**config.mk**
```make
export PLATFORM = sky130hd
export DESIGN_NAME = id_ex_stage
export DESIGN_NICKNAME = d
export VERILOG_FILES = /design/src/rtl/cpu_pkg.sv /design/src/rtl/load_use_detect.sv /design/src/rtl/id_ex_stage.sv
export SDC_FILE = /design/constraint.sdc
export NUM_CORES = 1
export LEC_CHECK = 0
export BUFFER_PORTS_ARGS = -buffer_cell sky130_fd_sc_hd__buf_2
export CORE_AREA = 2 2 129 131
export CTS_BUF_LIST = sky130_fd_sc_hd__clkbuf_16
export CTS_CLUSTER_DIAMETER = 120
export DETAILED_ROUTE_END_ITERATION = 12
export DIE_AREA = 0 0 131 133
export GPL_TIMING_DRIVEN = 0
export HOLD_SLACK_MARGIN = 0.12
export PLACE_DENSITY = 0.71
export SLEW_MARGIN = 20
export SYNTH_ARGS = -nofsm -noshare
export SYNTH_HDL_FRONTEND = slang
export SYNTH_HIERARCHICAL = 1
export SYNTH_SLANG_ARGS = --single-unit
```
**constraint.sdc**
```tcl
create_clock -name clk -period 6.1 [get_ports clk]
set_input_delay 1.22 -clock clk [delete_from_list [all_inputs] [get_ports clk]]
set_output_delay 1.22 -clock clk [all_outputs]
set_load 0.02 [all_outputs]
```
**src/rtl/cpu_pkg.sv**
```systemverilog
// Shared core types: datapath constants, the EX control bundle and the
// ID/EX pipeline register payload, including the canonical bubble value.
package cpu_pkg;

  localparam int REG_SIZE = 5;
  localparam int DATA_W   = 32;
  localparam int ALUOP_W  = 4;

  typedef struct packed {
    logic               regWrite;
    logic               memToReg;
    logic               memWrite;
    logic               aluSrc;
    logic               branch;
    logic [ALUOP_W-1:0] aluOp;
  } ctrl_t;

  typedef struct packed {
    logic                valid;
    ctrl_t               ctrl;
    logic [REG_SIZE-1:0] raddr1;
    logic [REG_SIZE-1:0] raddr2;
    logic [REG_SIZE-1:0] writeReg;
    logic [DATA_W-1:0]   rdata1;
    logic [DATA_W-1:0]   rdata2;
    logic [DATA_W-1:0]   imm;
    logic [DATA_W-1:0]   pc;
  } ex_bundle_t;

  // An all-zero bundle: no valid, no writeback, no memory access, zero
  // addresses so the forwarding unit never matches against it.
  localparam ex_bundle_t BUBBLE = '0;

endpackage

```
**src/rtl/load_use_detect.sv**
```systemverilog
// Combinational load-use hazard detector: flags a D-stage instruction that
// reads the destination of a load currently sitting in E. Register 0 is
// hard-wired zero and never creates a dependency.
module load_use_detect #(
  parameter int REG_SIZE = cpu_pkg::REG_SIZE
) (
  input  logic                validE,
  input  logic                memToRegE,
  input  logic [REG_SIZE-1:0] writeRegE,
  input  logic                validD,
  input  logic [REG_SIZE-1:0] raddr1D,
  input  logic [REG_SIZE-1:0] raddr2D,
  input  logic                useRs1D,
  input  logic                useRs2D,
  output logic                loadUse
);

  logic w_loadInE;
  logic w_rs1Hit;
  logic w_rs2Hit;

  assign w_loadInE = validE & memToRegE & (writeRegE != '0);
  assign w_rs1Hit  = useRs1D & (raddr1D == writeRegE);
  assign w_rs2Hit  = useRs2D & (raddr2D == writeRegE);

  // Hazard only when both stages hold real instructions and a used source matches.
  always_comb begin
    loadUse = w_loadInE & validD & (w_rs1Hit | w_rs2Hit);
  end

endmodule

```
**src/rtl/id_ex_stage.sv**
```systemverilog
// ID/EX pipeline register with load-use stall, redirect flush and memory
// hold handling. Priority per edge: hold > redirect > load-use > advance.
// Also keeps a saturating count of bubbles inserted over real instructions.
module id_ex_stage #(
  parameter int DATA_W   = cpu_pkg::DATA_W,
  parameter int REG_SIZE = cpu_pkg::REG_SIZE,
  parameter int ALUOP_W  = cpu_pkg::ALUOP_W,
  parameter int CNT_W    = 16
) (
  input  logic                clk,
  input  logic                rst_n,
  input  logic                validD,
  input  logic [REG_SIZE-1:0] raddr1D,
  input  logic [REG_SIZE-1:0] raddr2D,
  input  logic                useRs1D,
  input  logic                useRs2D,
  input  logic [REG_SIZE-1:0] writeRegD,
  input  logic [DATA_W-1:0]   rdata1D,
  input  logic [DATA_W-1:0]   rdata2D,
  input  logic [DATA_W-1:0]   immD,
  input  logic [DATA_W-1:0]   pcD,
  input  logic                regWriteD,
  input  logic                memToRegD,
  input  logic                memWriteD,
  input  logic                aluSrcD,
  input  logic                branchD,
  input  logic [ALUOP_W-1:0]  aluOpD,
  input  logic                redirectE,
  input  logic                holdM,
  output logic                validE,
  output logic [REG_SIZE-1:0] raddr1E,
  output logic [REG_SIZE-1:0] raddr2E,
  output logic [REG_SIZE-1:0] writeRegE,
  output logic [DATA_W-1:0]   rdata1E,
  output logic [DATA_W-1:0]   rdata2E,
  output logic [DATA_W-1:0]   immE,
  output logic [DATA_W-1:0]   pcE,
  output logic                regWriteE,
  output logic                memToRegE,
  output logic                memWriteE,
  output logic                aluSrcE,
  output logic                branchE,
  output logic [ALUOP_W-1:0]  aluOpE,
  output logic                stallF,
  output logic                stallD,
  output logic                flushD,
  output logic [CNT_W-1:0]    bubbleCnt
);

  import cpu_pkg::ex_bundle_t;
  import cpu_pkg::BUBBLE;

  ex_bundle_t       r_ex;
  ex_bundle_t       w_exD;
  logic [CNT_W-1:0] r_bubbleCnt;
  logic             w_loadUse;
  logic             w_bubble;
  logic             w_cntInc;

  load_use_detect #(
    .REG_SIZE (REG_SIZE)
  ) u_load_use_detect (
    .validE    (r_ex.valid),
    .memToRegE (r_ex.ctrl.memToReg),
    .writeRegE (r_ex.writeReg),
    .validD    (validD),
    .raddr1D   (raddr1D),
    .raddr2D   (raddr2D),
    .useRs1D   (useRs1D),
    .useRs2D   (useRs2D),
    .loadUse   (w_loadUse)
  );

  // Pack the decoded D-stage fields into the EX bundle format.
  always_comb begin
    w_exD               = BUBBLE;
    w_exD.valid         = validD;
    w_exD.ctrl.regWrite = regWriteD;
    w_exD.ctrl.memToReg = memToRegD;
    w_exD.ctrl.memWrite = memWriteD;
    w_exD.ctrl.aluSrc   = aluSrcD;
    w_exD.ctrl.branch   = branchD;
    w_exD.ctrl.aluOp    = aluOpD;
    w_exD.raddr1        = raddr1D;
    w_exD.raddr2        = raddr2D;
    w_exD.writeReg      = writeRegD;
    w_exD.rdata1        = rdata1D;
    w_exD.rdata2        = rdata2D;
    w_exD.imm           = immD;
    w_exD.pc            = pcD;
  end

  // A redirect kills D, so a coincident load-use is void and no stall is raised.
  always_comb begin
    stallF   = holdM | (w_loadUse & ~redirectE);
    stallD   = holdM | (w_loadUse & ~redirectE);
    flushD   = redirectE & ~holdM;
    w_bubble = ~holdM & (redirectE | w_loadUse);
    w_cntInc = w_bubble & validD & (r_bubbleCnt != {CNT_W{1'b1}});
  end

  // E register: hold on memory stall, bubble on redirect/load-use, else advance.
  always_ff @(posedge clk or negedge rst_n) begin
    if (!rst_n) begin
      r_ex <= BUBBLE;
    end else if (holdM) begin
      r_ex <= r_ex;
    end else if (w_bubble) begin
      r_ex <= BUBBLE;
    end else begin
      r_ex <= w_exD;
    end
  end

  // Saturating count of bubbles inserted while D held a real instruction.
  always_ff @(posedge clk or negedge rst_n) begin
    if (!rst_n) begin
      r_bubbleCnt <= '0;
    end else if (w_cntInc) begin
      r_bubbleCnt <= r_bubbleCnt + 1'b1;
    end
  end

  assign validE    = r_ex.valid;
  assign raddr1E   = r_ex.raddr1;
  assign raddr2E   = r_ex.raddr2;
  assign writeRegE = r_ex.writeReg;
  assign rdata1E   = r_ex.rdata1;
  assign rdata2E   = r_ex.rdata2;
  assign immE      = r_ex.imm;
  assign pcE       = r_ex.pc;
  assign regWriteE = r_ex.ctrl.regWrite;
  assign memToRegE = r_ex.ctrl.memToReg;
  assign memWriteE = r_ex.ctrl.memWrite;
  assign aluSrcE   = r_ex.ctrl.aluSrc;
  assign branchE   = r_ex.ctrl.branch;
  assign aluOpE    = r_ex.ctrl.aluOp;
  assign bubbleCnt = r_bubbleCnt;

endmodule

```
==> impl_metrics.csv <==
group,metric,value,unit
run_status,status,"finished, final reports clean",
grt,grt_usage,20.3,%
sta,hold_ws,0.503,ns
yosys,synth.top_cell.area_share,67.1,%
detailed_routing,antenna_left,0,
power,power,2790,µW
yosys,async_flop_share,100,%
sta,slew_viol_final,0,
grt,grt_pass1_vias,5113,
run,maxCapViolations,0,
die,floorplan.initialDensity,39.0,%
die,coreArea,16200,µm²
yosys,mappedNetlistArea,6310,µm²
setup_path,critPathBufInv,3,
sta,finalHoldViolCount,0,
sta,finClkSkew,0.0114,ns
grt,grt_use_met1,24.7,%
yosys,synth.net_count,595,
detailed_routing,firstDrtPassIters,4,
yosys,ys_seq_area_share,67.1,%
power,power_density,315,nW/µm²
detailed_routing,vias,5088,
min_path,min_path_type,"reg2reg",
grt,grt.busiest_layer,"met2",
die,num_rows,47,
detailed_routing,route.detailed.drc,0,
yosys,synth_most_common_cell,"dfrtp_1",
setup_path,start_kind,"input port",
final_layout,multi_input_area,1930,µm²
sta,min_period,4.14,ns
sta,max_freq,241,MHz
grt,antenna_found_initial,0,
detailed_routing,wire_per_inst,17.5,µm
final_layout,area_delta_synth_final,40.2,%
clock_tree,clock-sinks,169,
detailed_routing,vias_per_cell,5.00,
sta,worstMarginPinSlew,0.729,ns
setup_path,cpMaxStageDelayCell,"a21oi_1",
clock_tree,numCtsBuffers,17,
die,die_x,131,µm
setup_path,crit_type,"in2out",
sta,setup_viol,0,
yosys,ys_top_cells_by_area,"dfrtp_1, a22o_1, xor2_1",
setup_path,cp_max_fo,4,
yosys,synth_commonest_cells,"dfrtp_1, a22o_1, clkbuf_1",
final_layout,final_nets,945,
power,irDropWorstVdd,186,µV
die,die_area,17400,µm²
final_layout,fillerInstances,1378,
setup_path,end_kind,"primary output",
setup_path,crit_required,4.88,ns
setup_path,cp_cell_sequence,"buf_2 -> xor2_1 -> nor4_1 -> nand3_1 -> a21oi_1 -> a21o_1 -> buf_4 -> buf_2",
clock_tree,cts_hold_buf,0,
detailed_routing,drt_iter0_markers,198,
clock_tree,cts_root_buf,"clkbuf_16",
sta,finalCritPeriodShare,67.9,%
clock_tree,post-cts-setup-buffers,0,
yosys,ys_ff_latch,169,
yosys,synth_area_per_cell,14.5,µm²
yosys,yosys.cell_types.count,34,
die,die_h,133,µm
yosys,synth-edff-count,0,
final_layout,diodes,0,
grt,grt_use_met2,33.4,%
clock_tree,clockBufferDepth,2,
placed_design,gp_congestion,0.817,
yosys,yosysTopAreaCell,"dfrtp_1",
yosys,yosys_warnings,6,
setup_path,path_delay_family,"compound AO/OA/AOI/OAI gates",
die,ios,331,
placed_design,io_buffers,330,
grt,gr-usage-met3,6.19,%
sta,fin_setup_tns,0,ns
sta,rsz0062_at_grt,"false",
clock_tree,htreeDepth,4,
setup_path,worstPathArrival,2.92,ns
setup_path,max_stage_delay,0.53,ns
grt,grt_pass1_wl,27000,µm
sta,relSlewSlack,51.2,%
clock_tree,cts_tree,"done",
grt,grt_max_degree,92,
placed_design,dp_hpwl,13200,µm
grt,grt_overflow_total,0,
power,p_leak,0.00487,µW
yosys,ys.flop_type,"dfrtp_1",
yosys,netlist_instances,435,
detailed_routing,routed_wl,17800,µm
clock_tree,cts-resized-gates,0,
final_layout,drive_gt1_share,47.7,%
clock_tree,clock_latency,0.42,ns
clock_tree,cts.reportedPaths.clkPinSlew,0.06,ns
setup_path,crit_path_frequent_cell,"buf_2",
final_layout,regArea,4230,µm²
==> through the flow <==
step	setup WS (ns)	util [%]	instance area (µm²)	cells
after floorplan	2.41	-	6310	435
after global placement	1.24	50.9	8230	985
after detailed placement	1.96	51.1	8270	986
after CTS	1.96	54.7	8840	1018
after global routing	1.92	54.7	8840	1018
final	1.96	54.7	8840	1018
==> cell families (layout without fill, tap and decap cells) <==
kind of cell	count (synthesis)	in the layout	synth area share [%]
AOI/OAI and AO/OA	159	159	21.9
xor gates and xnor gates	24	24	3.33
adders and majority gates	1	1	0.198
buffers and inverters	35	398	2.30
DFF	169	169	67.1
muxes	1	1	0.238
and+or+nand+nor	46	46	4.98
==> power by group <==
part	total, µW	switching [µW]	internal (µW)
Combinational	471	280	191
Clock	1030	463	570
Sequential	1280	67.9	1220
Total	2790	811	1980
==> worst register-to-register path, stage by stage (launching register included) <==
cell and delay [ns]:
dfrtp_1 0.46, or4_1 0.54, o2111ai_1 0.19, a21oi_1 0.16, nor3_2 0.68, clkbuf_1 0.53, buf_2 0.38, a22o_1 0.18
==> cells in the final DEF (no fill, tap or decap), drive strengths merged <==
cell type  count
nor2b          1
dfrtp        169
nand2          6
and3           3
nor2           5
clkinvlp       4
o2111ai        1
a22o         153
and2           2
nor4           8
nand4          5
xor2          20
ha             1
clkinv         3
or3b           1
o21ai          3
clkbuf        42
xnor2          4
nand3          5
mux2           1
buf          340
inv            8
a21o           1
or4            1
a21oi          1
bufinv         1
nor3           6
nor3b          3
==> per-layer routing <==
| metal | share of wire [%] | vias to the layer above |
|---|---|---|
| met4 | 2.6 | 0 |
| met1 | 40 | 2441 |
| met3 | 8.2 | 29 |
| li1 | - | 2375 |
| met2 | 49 | 243 |
| met5 | 0 | - |
==> flip-flops by register name, summed over array words and instances (netlist names) <==
name / count
memWriteE: 1
bubbleCnt: 16
rdata2E: 32
branchE: 1
validE: 1
raddr1E: 5
aluOpE: 4
memToRegE: 1
regWriteE: 1
immE: 32
raddr2E: 5
rdata1E: 32
aluSrcE: 1
pcE: 32
writeRegE: 5
==> final cells by class <==
type	instances	area share [%]
buffer	34	1.60
clock buffer	17	4.81
clock inverter	15	1.61
inverter	1	0.0425
multi-input combinational	231	21.9
sequential	169	47.8
tap	220	3.11
timing repair buffer	331	19.1
==> final timing paths <==
check / from / endpoint / slack, ns / depth (start not counted)
max: raddr1D[3] / stallF / 1.96 / 8
min: raddr1E[0] / raddr1E[0] / 0.50 / 1
max reg2reg: writeRegE[2] / raddr2E[1] / 2.92 / 7
min reg2reg: raddr1E[0] / raddr1E[0] / 0.50 / 1
max in group asynchronous: rst_n / immE[7] / 4.50 / 2
min in group asynchronous: rst_n / raddr1E[2] / 0.77 / 1
No activity file was read; power rests on OpenSTA's default activity.
